==> src/rtl/pdp8l_tc08_brk_pkg.sv <==
// Shared constants and types for the PDP-8/L TC08 data-break sequencer.
// Addresses are octal, as in the TC08 documentation.
package pdp8l_tc08_brk_pkg;

  localparam logic [11:0] WC_ADDR = 12'o7754;
  localparam logic [11:0] CA_ADDR = 12'o7755;

  localparam logic [1:0] REG_ID  = 2'd0;
  localparam logic [1:0] REG_CSR = 2'd1;
  localparam logic [1:0] REG_PTR = 2'd2;
  localparam logic [1:0] REG_RSV = 2'd3;

  localparam logic [31:0] TB_ID = 32'h5442_0001;

  typedef enum logic [2:0] {
    IDLE,
    WCRD,
    WCWR,
    CARD,
    CAWR,
    DATA,
    GAP
  } state_t;

  function automatic logic acc_wr(state_t s, logic dir);
    return (s == WCWR) || (s == CAWR) ||
           ((s == DATA) && dir);
  endfunction

  // WC/CA always live in field 0; only the data word uses the latched field.
  function automatic logic [14:0] acc_addr(
    state_t      s,
    logic [2:0]  fld,
    logic [11:0] ca
  );
    if (s == DATA)
      return {fld, ca};
    else if ((s == CARD) || (s == CAWR))
      return {3'b000, CA_ADDR};
    else
      return {3'b000, WC_ADDR};
  endfunction

endpackage

==> src/rtl/pdp8l_tc08_brk.sv <==
// TC08 three-cycle data break: WC increment, CA increment, data access.
// ARM register bus on one side, PDP-8/L memory break port on the other.
module pdp8l_tc08_brk
  import pdp8l_tc08_brk_pkg::*;
(
  input  logic        CLOCK,
  input  logic        RESET,
  input  logic        BINIT,
  input  logic        armwrite,
  input  logic [1:0]  armraddr,
  input  logic [1:0]  armwaddr,
  input  logic [31:0] armwdata,
  output logic [31:0] armrdata,
  input  logic [2:0]  field,
  output logic        brkrq,
  output logic        brkwrite,
  output logic [14:0] brkaddr,
  output logic [11:0] brkwdata,
  input  logic        brkack,
  input  logic [11:0] brkrdata
);

  state_t      state_q, state_d;
  state_t      nxt_q, nxt_d;
  logic        brkrq_q, brkrq_d;
  logic        brkwr_q, brkwr_d;
  logic [14:0] brkad_q, brkad_d;
  logic [11:0] brkwd_q, brkwd_d;
  logic        busy_q, busy_d;
  logic        dir_q, dir_d;
  logic        wcovf_q, wcovf_d;
  logic        error_q, error_d;
  logic [11:0] data_q, data_d;
  logic [11:0] wc_q, wc_d;
  logic [11:0] ca_q, ca_d;
  logic [2:0]  fld_q, fld_d;

  logic        csr_wr;
  logic        start;
  logic        clr;
  logic [11:0] rd_inc;
  logic        unused_wdata;

  assign csr_wr = armwrite && (armwaddr == REG_CSR);
  assign start  = csr_wr && armwdata[31];
  assign clr    = csr_wr && !armwdata[31];
  assign rd_inc = brkrdata + 12'd1;

  assign unused_wdata = ^armwdata[29:12];

  always_ff @(posedge CLOCK or posedge RESET) begin
    if (RESET) begin
      state_q <= IDLE;
      nxt_q   <= IDLE;
      brkrq_q <= 1'b0;
      brkwr_q <= 1'b0;
      brkad_q <= '0;
      brkwd_q <= '0;
      busy_q  <= 1'b0;
      dir_q   <= 1'b0;
      wcovf_q <= 1'b0;
      error_q <= 1'b0;
      data_q  <= '0;
      wc_q    <= '0;
      ca_q    <= '0;
      fld_q   <= '0;
    end else begin
      state_q <= state_d;
      nxt_q   <= nxt_d;
      brkrq_q <= brkrq_d;
      brkwr_q <= brkwr_d;
      brkad_q <= brkad_d;
      brkwd_q <= brkwd_d;
      busy_q  <= busy_d;
      dir_q   <= dir_d;
      wcovf_q <= wcovf_d;
      error_q <= error_d;
      data_q  <= data_d;
      wc_q    <= wc_d;
      ca_q    <= ca_d;
      fld_q   <= fld_d;
    end
  end

  always_comb begin
    state_d = state_q;
    nxt_d   = nxt_q;
    brkrq_d = brkrq_q;
    brkwr_d = brkwr_q;
    brkad_d = brkad_q;
    brkwd_d = brkwd_q;
    busy_d  = busy_q;
    dir_d   = dir_q;
    wcovf_d = wcovf_q;
    error_d = error_q;
    data_d  = data_q;
    wc_d    = wc_q;
    ca_d    = ca_q;
    fld_d   = fld_q;

    if (clr) begin
      wcovf_d = 1'b0;
      error_d = 1'b0;
    end
    if (start && busy_q)
      error_d = 1'b1;

    if (BINIT) begin
      state_d = IDLE;
      nxt_d   = IDLE;
      brkrq_d = 1'b0;
      brkwr_d = 1'b0;
      brkad_d = '0;
      brkwd_d = '0;
      busy_d  = 1'b0;
      dir_d   = 1'b0;
      wcovf_d = 1'b0;
      error_d = 1'b0;
      data_d  = '0;
      wc_d    = '0;
      ca_d    = '0;
      fld_d   = '0;
    end else begin
      unique case (state_q)
        IDLE: begin
          if (start) begin
            dir_d   = armwdata[30];
            data_d  = armwdata[11:0];
            fld_d   = field;
            busy_d  = 1'b1;
            wcovf_d = 1'b0;
            error_d = 1'b0;
            state_d = WCRD;
            brkrq_d = 1'b1;
            brkwr_d = 1'b0;
            brkad_d = {3'b000, WC_ADDR};
          end
        end
        GAP: begin
          state_d = nxt_q;
          if (nxt_q == IDLE) begin
            busy_d = 1'b0;
          end else begin
            brkrq_d = 1'b1;
            brkwr_d = acc_wr(nxt_q, dir_q);
            brkad_d = acc_addr(nxt_q, fld_q, ca_q);
            if (nxt_q == WCWR)
              brkwd_d = wc_q;
            else if (nxt_q == CAWR)
              brkwd_d = ca_q;
            else
              brkwd_d = data_q;
          end
        end
        default: begin
          if (brkack) begin
            brkrq_d = 1'b0;
            state_d = GAP;
            unique case (state_q)
              WCRD: begin
                wc_d    = rd_inc;
                wcovf_d = (rd_inc == 12'd0);
                nxt_d   = WCWR;
              end
              WCWR: nxt_d = CARD;
              CARD: begin
                ca_d  = rd_inc;
                nxt_d = CAWR;
              end
              CAWR: nxt_d = DATA;
              default: begin
                if (!dir_q)
                  data_d = brkrdata;
                nxt_d = IDLE;
              end
            endcase
          end
        end
      endcase
    end
  end

  always_comb begin
    unique case (armraddr)
      REG_ID:  armrdata = TB_ID;
      REG_CSR: armrdata = {busy_q, dir_q, wcovf_q, error_q,
                           16'b0, data_q};
      REG_PTR: armrdata = {4'b0, ca_q, 4'b0, wc_q};
      default: armrdata = 32'b0;
    endcase
  end

  assign brkrq    = brkrq_q;
  assign brkwrite = brkwr_q;
  assign brkaddr  = brkad_q;
  assign brkwdata = brkwd_q;

endmodule

==> config.mk <==
export PLATFORM = sky130hd
export DESIGN_NAME = pdp8l_tc08_brk
export DESIGN_NICKNAME = d
export VERILOG_FILES = /design/src/rtl/pdp8l_tc08_brk_pkg.sv /design/src/rtl/pdp8l_tc08_brk.sv
export SDC_FILE = /design/constraint.sdc
export NUM_CORES = 1
export LEC_CHECK = 0
export ABC_AREA = 1
export CAP_MARGIN = 20
export CORE_ASPECT_RATIO = 0.75
export CORE_UTILIZATION = 30
export CTS_CLUSTER_DIAMETER = 50
export DETAILED_ROUTE_END_ITERATION = 8
export HOLD_SLACK_MARGIN = 0.02
export PLACE_DENSITY = 0.59
export REMOVE_ABC_BUFFERS = 1
export SLEW_MARGIN = 20
export SYNTH_ARGS = -nofsm -noshare
export SYNTH_HDL_FRONTEND = slang
export SYNTH_SLANG_ARGS = --single-unit
==> constraint.sdc <==
create_clock -name CLOCK -period 3.2 [get_ports CLOCK]
set_clock_uncertainty 0.2 [all_clocks]
set_input_delay 0.96 -clock CLOCK [delete_from_list [all_inputs] [get_ports CLOCK]]
set_output_delay 0.96 -clock CLOCK [all_outputs]
set_load 0.02 [all_outputs]
# After elaboration in Yosys (flattened, before gate mapping)
# Cells that the tools add are included.
[totals] register_bits=78 out_inout_bits=61 elab_cells=132
[classes] n_addsub=1 eq_ne=20 n_mux=63 n_reduce_logical=34
[op_table] operator="2-to-1 mux 12 bit" count=18
[op_table] operator="case mux 32 bit (3 select lines)" count=1
[op_table] operator="2-to-1 mux 15 bit" count=4
[op_table] operator="case mux 15 bit (2 select lines)" count=1
[op_table] operator="2-to-1 mux 3 bit" count=9
[op_table] operator="case mux 12 bit (2 select lines)" count=1
[op_table] operator="2-to-1 mux 1 bit" count=23
[op_table] operator="AND reduction 3 bit" count=5
[op_table] operator="adder 12 x 1 -> 12 bit (second input constant)" count=1
[op_table] operator="== test 3 x 2 -> 1 bit (second input constant)" count=4
[op_table] operator="== test 3 bit (second input constant)" count=4
[op_table] operator="zero test 12 bit" count=1
[op_table] operator="case mux 3 bit (4 select lines)" count=1
[op_table] operator="nonzero test 2 bit" count=6
[op_table] operator="!= test 3 bit (second input constant)" count=3
[op_table] operator="case mux 1 bit (2 select lines)" count=4
[op_table] operator="AND reduction 2 bit" count=4
[op_table] operator="zero test 3 bit" count=2
[op_table] operator="case mux 3 bit (2 select lines)" count=1
[op_table] operator="nonzero test 3 bit" count=2
[op_table] operator="logical AND 1 bit" count=5
[op_table] operator="AND reduction 5 bit" count=1
[op_table] operator="== test 2 x 1 -> 1 bit (second input constant)" count=2
[op_table] operator="!= test 2 bit (second input constant)" count=2
[op_table] operator="other kinds (11)" count=13

# Depth between registers and ports, before layout
[depth] word_depth=8 mapped_depth=11 ltp_nobuf=10

# Worst setup path before layout
# Ideal clock, no wire load.
[synth_timing] path_kind="input -> output" startpoint="input armraddr[0]" endpoint="output armrdata[10]" arrival_time_ns=1.952 required_time_ns=2.040 setup_slack_ns=0.088 stages=4 n_path_buf=1 cell_sequence="inv_1 -> or2_2 -> clkbuf_1 -> o21ai_0"
[synth_between] elab_chain_len=2 word_cells_on_any_way=4 classes_between="eq/ne (2); mux (1); reduce/logical (1)"
[synth_lines] element="start: declaration" line_no="pdp8l_tc08_brk.sv:10" text="input logic [1:0] armraddr,"
[synth_lines] element="== test 2 bit, or another cell as far along" line_no="pdp8l_tc08_brk.sv:184" text="unique case (armraddr)"
[synth_lines] element="case mux 32 bit (3 select lines) *" line_no="pdp8l_tc08_brk.sv:184"
[synth_lines] element="end: declaration" line_no="pdp8l_tc08_brk.sv:13" text="output logic [31:0] armrdata,"
# Every way passes the cells marked *; elsewhere a longest branch is shown, timed or not.

# Worst setup path after layout
[layout_timing] startpoint="input armraddr[1]" endpoint="output armrdata[22]"
# The elaborated chain is that of the path after synthesis.

==> flow_summary.json <==
{
  "num-fill-cells": 1470,
  "crit_arrival_ns": 1.89,
  "layout.cells.most_common": "nand2_1",
  "maxCapViolCount": 0,
  "power.share.sequential_pct": 33.8,
  "clk_pin_slew_ns": 0.06,
  "synth_cells": 585,
  "wirelength_mm": 14.4,
  "final_util_pct": 42.1,
  "avgViaCountPerCell": 4.87,
  "num_vias": 4335,
  "grt_setup_unrepaired": "false",
  "drtAntennaViolNets": 0,
  "die_h_um": 107,
  "r2r_cells": 6,
  "drt-initial-drc-count": 301,
  "dieArea_mm2": 0.0151,
  "synthAdderAreaFrac_pct": 0.285,
  "cts_sinks": 78,
  "holdPathStages": 2,
  "first_pass_iters": 5,
  "power.total_w": 0.00410,
  "ioPinCount": 117,
  "grt-busiest-layer": "met1",
  "p_switching_w": 0.00164,
  "grt_pass1_vias": 4053,
  "drv_slew": 0,
  "async_reset_ff_share_pct": 100,
  "drive_gt1_share_pct": 15.9,
  "initial_utilization_pct": 31.3,
  "synth-seq-cells": 78,
  "worstSkewPairLatency_ns": 0.34,
  "synth.avg_cell_area_um2": 7.49,
  "clkPwrFrac_pct": 27.4,
  "min_path_type": "flop to flop",
  "use_met1_pct": 29.5,
  "portBuffers": 94,
  "row_count": 37,
  "setup_viol": 0,
  "yosysWarnings": 0,
  "startpoint_type": "input port",
  "period_needed_ns": 3.05,
  "finalNonFillerCells": 891,
  "regToRegEndpoint": "ca_q[0]",
  "synthSimpleGateAreaFrac_pct": 23.2,
  "critPathKind": "input port to primary output",
  "leakagePower_nw": 2.68,
  "synth_compound_area_share_pct": 21.5,
  "grt_antenna_before_repair": 0,
  "whs_endpoint": "brkaddr[11]",
  "final_nets": 748,
  "intPower_w": 0.00246,
  "clockBufferDepth": 2,
  "worstPathRequired_ns": 2.04,
  "dp_cells": 869,
  "grtUsageTotal_pct": 19.9,
  "wl_per_cell_um": 16.1,
  "pwr-share-comb_pct": 38.8,
  "n_antenna_cell": 0,
  "synth_edf_count": 0,
  "die_w_um": 142,
  "status": "complete, no violations",
  "synthFlopType": "dfrtp_1",
  "worstReg2RegStart": "state_q[0]",
  "area_delta_synth_final_pct": 34.1,
  "max_slew_margin_pct": 47.4,
  "hold_ws_ns": 0.286,
  "crit_path_max_fanout": 9,
  "met2_usage_pct": 28.0,
  "ir_worst_vdd_mv": 0.339,
  "synth_top_family_by_area": "simple AND/OR/NAND/NOR gates",
  "yosysUniqueCellTypes": 35,
  "dp_hpwl_mm": 10.8,
  "fmax_mhz": 328,
  "rrSetupSlack_ns": 1.07,
  "clock-root-buffer": "clkbuf_16",
  "power_density_mw_per_mm2": 697,
  "gp_congestion": 0.865,
  "layout_common_cells": "nand2_1 (111), o21ai_0 (89), dfrtp_1 (78)",
  "grt_pass1_wl_mm": 22.5,
  "min_from": "brkaddr[11]",
  "cts.htree.levels": 3,
  "setup_tns_ns": 0,
  "synth_xor_area_share_pct": 0.400,
  "worst_pin_slew_ns": 0.787,
  "end_kind": "primary output",
  "cts-buffers-inserted": 9,
  "drc": 0,
  "use_met3_pct": 5.49,
  "finalCritPeriodShare_pct": 95.2,
  "yosysSeqAreaShare_pct": 44.5,
  "hold_viol": 0,
  "grt_max_degree": 79,
  "core_area_mm2": 0.0140,
  "syn_area_mm2": 0.00438,
  "synthMuxAreaShare_pct": 0,
  "cts_tree": "done",
  "grt_overflow_total": 0,
  "switching_share_pct": 40.0
}
## repair_timing
| item | in CTS | in global routing |
|---|---|---|
| buffers inserted | 3 | 2 |
| gates cloned | 1 | 0 |
| setup endpoints to repair | 28 | 23 |
| resized for setup | 121 | 15 |
| pin swaps | 1 | 0 |
| hold buffers | 0 | 0 |
## worst max path at each step
stage          cells past startpoint        start      endpoint
6_report                           4  armraddr[1]  armrdata[22]
5_1_grt                            8  armraddr[0]  armrdata[25]
4_1_cts                            4  armraddr[1]  armrdata[22]
3_5_place_dp                       5  armraddr[0]   armrdata[2]
3_3_place_gp                       5  armraddr[0]   armrdata[7]
2_1_floorplan                      1        RESET    brkaddr[0]
## sequential cells by signal, summed over array words and instances, names as in the netlist
register and flops:
brkaddr 15, brkrq 1, brkwdata 12, brkwrite 1, busy_q 1, ca_q 12, data_q 12, dir_q 1
error_q 1, fld_q 3, nxt_q 3, state_q 3, wc_q 12, wcovf_q 1
## cells by family (layout without fill, tap and decap cells)
kind of cell,count (synthesis),after routing
compound gates,172,172
flops,78,78
simple gates,230,231
other cells,1,4
fa+ha+maj,1,1
buf+inv,101,208
xor+xnor,2,2
## through the flow
step / setup WS [ns] / instance area (µm²)
floorplan: 0.0450 / 4230
CTS: -0.000995 / 5840
finish: 0.154 / 5880
detailed placement: -0.826 / 5570
global route: 0.110 / 5880
global placement: -0.782 / 5570
## power by group through the flow
stage                     Clock, W  Sequential, W  Combinational [W]
final                      0.00112        0.00139            0.00159
after global routing       0.00118        0.00141            0.00177
after CTS                  0.00114        0.00139            0.00159
after detailed placement         0        0.00140            0.00160
after global placement           0        0.00140            0.00159
after floorplan                  0        0.00143           0.000930
## critical path, cell delays in order
cell           delay (ns)
clkbuf_2             0.14
buf_4                0.20
a21oi_1              0.22
dlygate4sd2_1        0.37
## synth_stat cells, drive strengths merged, types with 2 or more instances
cell    instances  area (µm²)
nand4           2        12.5
nor2           70         323
clkbuf         10        37.5
dfrtp          78        1950
buf            17         124
o31ai           2        20.0
nand2         117         467
a31oi           9        56.3
nand3          37         190
o22ai           8        50.1
a21oi          33         165
clkinv          3        11.3
or2             2        12.5
inv            71         267
xor2            2        17.5
o21ai         118         636
## area by class of cell
class,instances,area [µm²],area share [%]
clock inverters,5,82.6,1.40
repair buffers,118,1050,17.8
multi-input cells,410,2030,34.6
flip-flops and latches,78,1950,33.2
inverters,74,278,4.72
well taps,195,244,4.15
clock buffers,11,243,4.13
## metal layers
metal | vias to the layer above | part of all wire, % | routed length, µm
met5 | - | 0 | 0
met4 | 0 | 1.5 | 215
met3 | 24 | 8.3 | 1190
met2 | 170 | 41 | 5890
met1 | 2015 | 49 | 7060
li1 | 2126 | - | -
No activity file was read; power rests on OpenSTA's default activity.
